===== config.mk =====
export PLATFORM = sky130hd
export DESIGN_NAME = multilane_bip_error_counter
export DESIGN_NICKNAME = d
export VERILOG_FILES = /design/src/rtl/pcs_am_pkg.sv /design/src/rtl/bip_mismatch_popcount.sv /design/src/rtl/multilane_bip_error_counter.sv
export SDC_FILE = /design/constraint.sdc
export NUM_CORES = 2
export LEC_CHECK = 0
export ABC_AREA = 1
export CORE_MARGIN = 1
export CORE_UTILIZATION = 45
export CTS_CLUSTER_DIAMETER = 60
export DETAILED_ROUTE_END_ITERATION = 16
export PLACE_DENSITY_LB_ADDON = 0.25
export SYNTH_ARGS = -nofsm -noshare
export SYNTH_HDL_FRONTEND = slang
export SYNTH_SLANG_ARGS = --single-unit

===== constraint.sdc =====
create_clock -name i_clock -period 5.25 [get_ports i_clock]
set_input_delay 1.575 -clock i_clock [delete_from_list [all_inputs] [get_ports i_clock]]
set_output_delay 1.575 -clock i_clock [all_outputs]
set_load 0.02 [all_outputs]

===== src/rtl/pcs_am_pkg.sv =====
// Shared constants for the PCS alignment-marker datapath: default lane geometry and the
// helper that locates a lane's BIP field inside a packed multi-lane bus.
package pcs_am_pkg;

  localparam int unsigned NB_BIP  = 8;
  localparam int unsigned N_LANES = 20;

  // Lane k occupies bits [lane_lsb(k) +: nb_bip] of a packed BIP bus.
  function automatic int unsigned lane_lsb(input int unsigned lane, input int unsigned nb_bip);
    return lane * nb_bip;
  endfunction

endpackage


===== src/rtl/bip_mismatch_popcount.sv =====
// Number of bit positions in which a received BIP differs from the locally computed one.
module bip_mismatch_popcount #(
  parameter int unsigned NB_BIP = 8,
  parameter int unsigned NB_INC = $clog2(NB_BIP) + 1
) (
  input  logic [NB_BIP-1:0] i_received,
  input  logic [NB_BIP-1:0] i_calculated,
  output logic [NB_INC-1:0] o_count
);

  logic [NB_BIP-1:0] diff;

  always_comb begin
    diff    = i_received ^ i_calculated;
    o_count = '0;
    for (int unsigned b = 0; b < NB_BIP; b++) begin
      o_count = o_count + NB_INC'(diff[b]);
    end
  end

endmodule


===== src/rtl/multilane_bip_error_counter.sv =====
// Per-lane BIP error accounting: popcount stage, then saturating accumulate stage, with
// clear-on-read counters that never lose an increment landing on the read cycle.
module multilane_bip_error_counter
  import pcs_am_pkg::*;
#(
  parameter int unsigned NB_BIP      = pcs_am_pkg::NB_BIP,
  parameter int unsigned N_LANES     = pcs_am_pkg::N_LANES,
  parameter int unsigned NB_COUNTER  = 32,
  parameter int unsigned NB_LANE_SEL = $clog2(N_LANES)
) (
  input  logic                        i_clock,
  input  logic                        i_reset,
  input  logic                        i_enable,
  input  logic [N_LANES-1:0]          i_am_valid,
  input  logic [N_LANES*NB_BIP-1:0]   i_received_bip,
  input  logic [N_LANES*NB_BIP-1:0]   i_calculated_bip,
  input  logic                        i_rd_req,
  input  logic [NB_LANE_SEL-1:0]      i_rd_lane,
  output logic                        o_rd_valid,
  output logic [NB_COUNTER-1:0]       o_rd_count,
  output logic                        o_rd_sat,
  output logic [N_LANES-1:0]          o_sat_flags,
  output logic [N_LANES-1:0]          o_am_error
);

  localparam int unsigned NB_INC = $clog2(NB_BIP) + 1;
  localparam int unsigned NB_SUM = NB_COUNTER + 1;
  localparam logic [NB_SUM-1:0] SAT_LIMIT = {1'b0, {NB_COUNTER{1'b1}}};

  logic [NB_INC-1:0]     inc_now [N_LANES];
  logic [NB_INC-1:0]     inc_q   [N_LANES];
  logic [N_LANES-1:0]    v_q;
  logic [N_LANES-1:0]    inc_nz;
  logic [NB_SUM-1:0]     sum     [N_LANES];
  logic [NB_COUNTER-1:0] cnt_q   [N_LANES];
  logic [NB_COUNTER-1:0] cnt_d   [N_LANES];
  logic [N_LANES-1:0]    sat_q, sat_d;
  logic [N_LANES-1:0]    am_error_q;
  logic [N_LANES-1:0]    rd_hit;
  logic [NB_COUNTER-1:0] rd_cnt_sel;
  logic                  rd_sat_sel;
  logic                  rd_valid_q;
  logic [NB_COUNTER-1:0] rd_count_q;
  logic                  rd_sat_q;

  for (genvar k = 0; k < N_LANES; k++) begin : g_lane
    bip_mismatch_popcount #(
      .NB_BIP (NB_BIP),
      .NB_INC (NB_INC)
    ) u_popcount (
      .i_received   (i_received_bip[lane_lsb(k, NB_BIP) +: NB_BIP]),
      .i_calculated (i_calculated_bip[lane_lsb(k, NB_BIP) +: NB_BIP]),
      .o_count      (inc_now[k])
    );
  end

  always_comb begin
    rd_cnt_sel = '0;
    rd_sat_sel = 1'b0;
    for (int k = 0; k < N_LANES; k++) begin
      rd_hit[k] = i_rd_req && (i_rd_lane == NB_LANE_SEL'(k));
      inc_nz[k] = |inc_q[k];
      sum[k]    = {1'b0, cnt_q[k]} + NB_SUM'(inc_q[k]);
      cnt_d[k]  = cnt_q[k];
      sat_d[k]  = sat_q[k];
      if (i_rd_lane == NB_LANE_SEL'(k)) begin
        rd_cnt_sel = cnt_q[k];
        rd_sat_sel = sat_q[k];
      end
      // A read restarts the lane from whatever stage 2 delivers on the same edge.
      if (rd_hit[k]) begin
        cnt_d[k] = v_q[k] ? NB_COUNTER'(inc_q[k]) : '0;
        sat_d[k] = 1'b0;
      end else if (v_q[k]) begin
        if (sum[k] >= SAT_LIMIT) begin
          cnt_d[k] = '1;
          sat_d[k] = 1'b1;
        end else begin
          cnt_d[k] = sum[k][NB_COUNTER-1:0];
        end
      end
    end
  end

  always_ff @(posedge i_clock) begin
    if (i_reset) begin
      for (int k = 0; k < N_LANES; k++) begin
        inc_q[k] <= '0;
        cnt_q[k] <= '0;
      end
      v_q        <= '0;
      sat_q      <= '0;
      am_error_q <= '0;
      rd_valid_q <= 1'b0;
      rd_count_q <= '0;
      rd_sat_q   <= 1'b0;
    end else begin
      for (int k = 0; k < N_LANES; k++) begin
        inc_q[k] <= inc_now[k];
        cnt_q[k] <= cnt_d[k];
      end
      v_q        <= {N_LANES{i_enable}} & i_am_valid;
      sat_q      <= sat_d;
      am_error_q <= v_q & inc_nz;
      rd_valid_q <= i_rd_req;
      if (i_rd_req) begin
        rd_count_q <= rd_cnt_sel;
        rd_sat_q   <= rd_sat_sel;
      end
    end
  end

  assign o_rd_valid  = rd_valid_q;
  assign o_rd_count  = rd_count_q;
  assign o_rd_sat    = rd_sat_q;
  assign o_sat_flags = sat_q;
  assign o_am_error  = am_error_q;

endmodule


==> summary.md <==
| Metric | Value |
|---|---|
| Power per standard cell area | 256.0 nW/um2 |
| P_int | 13.15 mW |
| P&R area growth vs syn | 15.59% |
| Hold Violations, Final | 0 |
| Max-slew headroom | 21.94% |
| Post-Syn Instances | 10.66k |
| Primary FF master, synth | dfxtp_1 |
| Largest cells by area after synthesis | dfxtp_1, nand2_1, inv_1, xor2_1, nor2_1 |
| Area leader, netlist | dfxtp_1 |
| CTS Sinks | 814 |
| Layout Skew | 0.04032 ns |
| DRC Markers | 0 |
| Clock Power Share | 43.7% |
| CP endpoint kind | flop |
| Average cell area after synthesis | 6.090 um2 |
| R2R cell count | 16 |
| Combinational power share | 19.2% |
| Die Y | 381.8 um |
| Post-Synth Simple-Gate Area | 37.17% |
| Nets | 11.53k |
| Port Buffers | 422 |
| Yosys warns | 0 |
| Share of flip-flops with an asynchronous set or reset | 0% |
| Leak | 31.69 nW |
| Chip width | 381.8 um |
| Worst Hold Depth | 2 |
| Routed WL per cell | 21.01 um |
| Mux share of post-synthesis cell area | 0% |
| Via density per instance | 5.567 |
| Clk slew on worst S/H paths | 0.06 ns |
| Root buf cell | clkbuf_16 |
| First-pass GRT wire length | 408,100 um |
| Synth Area in Compound Gates | 11.51% |
| RSZ-0062 raised after global routing | false |
| GRT overflow | 0 |
| Worst skew pair latency | 0.76 ns |
| Fillers | 14.77k |
| Final slew viol count | 0 |
| Final WL | 271,700 um |
| Post-CTS Setup Inserts | 0 |
| Post-route clock period utilization | 85.98% |
| Commonest cells in the netlist | nand2_1, inv_1, nor2_1 |
| Hold crit path type | reg -> reg |
| CP Max Fanout | 75 |
| Mapped cell area | 64,910 um2 |
| Max IR drop VDD | 0.0002825 V |
| Initial Util | 45.62% |
| #FFs+latches synth | 814 |
| Max-cap violation count | 0 |
| GRT Total Usage | 36.03% |
| DR iter-0 viols | 7,824 |
| Core Rows | 138 |
| I/O Pins | 423 |
| Worst EP required | 5.86 ns |
| RePlAce Congestion | 1.070 |
| Post-synth EDFFs | 0 |
| Final design utilization | 52.73% |
| Total CTS buffers | 113 |
| Post-Place Cell Area | 70,930 um2 |
| Slack of the worst reg-to-reg path | 1.02 ns |
| Slew @ Worst Pin | 1.170 ns |
| Startpoint types | input port |
| Outcome | completed |
| Pre-CTS WS | 0.1763 ns |
| Syn nets | 11.25k |
| DRT antenna net count | 0 |
| Setup TNS | 0 ns |
| Switching portion of total power | 31.55% |
| Die ar. | 145,800 um2 |
| Final standard cell area without fillers | 75,030 um2 |
| Distinct cells, synth | 63 |
| Post-Synth Adder-Cell Area | 5.783% |
| Hold-fix buffers, CTS | 0 |
| Count leader, synth | nand2_1 |
| Maximum clock rate | 221.5 MHz |
| Worst Path Arrival | 5.13 ns |
| Final WS setup | 0.7359 ns |
| Final Critical Period | 4.514 ns |
| Initial antenna violation count | 4 |
| Core area | 142,300 um2 |
| HPWL Detailed | 217,800 um |
| Flop pwr share | 37.1% |
| Largest net degree at the start of global routing | 126 |
| CTS tree | built |
| Critical path class | in -> reg |
| Yosys top cell area share | 25.11% |
| Worst hold slack | 0.4895 ns |
| Clock tree buffer depth | 3 |
| Layout cells sized above 1 | 4.839% |
| Final Setup Violations | 0 |
| DRT Pass-1 Iters | 6 |
| H-tree Lvls | 3 |
| Main combinational cell family by area after synthesis | simple AND/OR/NAND/NOR gates |
| Post-CTS sizing | 0 |
| Vias in the first global route | 67.46k |
| Seq/Total Area, Yosys | 25.11% |
| XOR/XNOR Fraction of Synth Area | 8.324% |
| NetSw | 6.059 mW |
| Vias | 71.97k |
## cell families (layout without fill, tap and decap cells)
kind of cell | after synthesis | count (layout)
flip-flops | 814 | 814
AND/OR/NAND/NOR | 5530 | 5530
AO/OA/AOI/OAI | 1418 | 1418
buffers and inverters | 2039 | 2417
other | 0 | 2
XOR/XNOR | 616 | 616
adder cells (fa/ha/maj) | 240 | 240
## per-layer routing
layer / GRT usage (%) / up-vias / share of wire (%)
met3: 6.337 / 679 / 8.3
met4: 20.18 / 2 / 6.4
li1: - / 34590 / -
met2: 57.43 / 3258 / 44
met1: 45.81 / 33440 / 41
met5: 0 / - / 0.0040
## registers in the layout, summed over array words and instances (netlist names)
register and flops:
cnt_q 640, inc_q 80, o_am_error 20, o_rd_count 32, o_rd_sat 1, o_rd_valid 1, o_sat_flags 20, v_q 20
## metrics by stage
stage	total power, mW	std cells
after floorplan	9.473	10660
after global placement	10.77	12710
after detailed placement	10.88	12710
after CTS	19.31	12930
after global routing	20.07	12930
final	19.21	12930
## area by class of cell
| type | instances | area, um2 | share of cell area [%] |
|---|---|---|---|
| Antenna cell | 2 | 5.005 | 0.006671 |
| Clock buffer | 142 | 3098 | 4.129 |
| Clock inverter | 69 | 997.2 | 1.329 |
| Inverter | 1669 | 6269 | 8.355 |
| Multi-Input combinational cell | 7804 | 40800 | 54.38 |
| Sequential cell | 814 | 16300 | 21.72 |
| Tap cell | 1890 | 2365 | 3.152 |
| Timing Repair Buffer | 537 | 5200 | 6.931 |
## worst max-delay path, stage by stage
cell             delay (ns)
clkdlybuf4s50_1        0.57
nor2_4                 0.07
buf_12                 0.21
nand2_1                0.53
nor2_1                 0.09
nor3_1                 0.42
nand4_1                0.28
nand2_1                0.18
nand4_1                0.15
nand2_1                0.10
nand4_1                0.29
nor2_1                 0.37
nand4_1                0.13
nand2_1                0.09
a21oi_1                0.06
## cells in the final DEF (no fill, tap or decap), drive strengths merged, types with 69 or more instances in the layout
| cell type | instances |
|---|---|
| clkdlybuf4s50 | 420 |
| nor4 | 78 |
| or2 | 69 |
| xor2 | 568 |
| o21ai | 585 |
| nor3 | 352 |
| buf | 117 |
| fa | 100 |
| inv | 1670 |
| clkbuf | 142 |
| nand3 | 649 |
| dfxtp | 814 |
| nor2 | 1170 |
| nand2 | 2731 |
| nand4 | 420 |
| ha | 140 |
| a21oi | 728 |
## power groups by stage
stage | registers [mW] | clock network, mW | logic, mW
finish | 7.12 | 8.40 | 3.69
global route | 7.15 | 8.74 | 4.19
CTS | 7.10 | 8.53 | 3.68
detailed placement | 7.23 | 0 | 3.65
global placement | 7.23 | 0 | 3.54
floorplan | 6.97 | 0 | 2.51
## final timing paths
check / start / end
min: o_rd_count[30]$_SDFFE_PP0P_ / o_rd_count[30]$_SDFFE_PP0P_
max reg2reg: inc_q[1][9]$_SDFF_PP0_ / cnt_q[1][87]$_SDFFE_PP0P_
max: i_rd_lane[2] / o_rd_count[7]$_SDFFE_PP0P_
min reg2reg: o_rd_count[30]$_SDFFE_PP0P_ / o_rd_count[30]$_SDFFE_PP0P_
No activity file was read; power rests on OpenSTA's default activity.
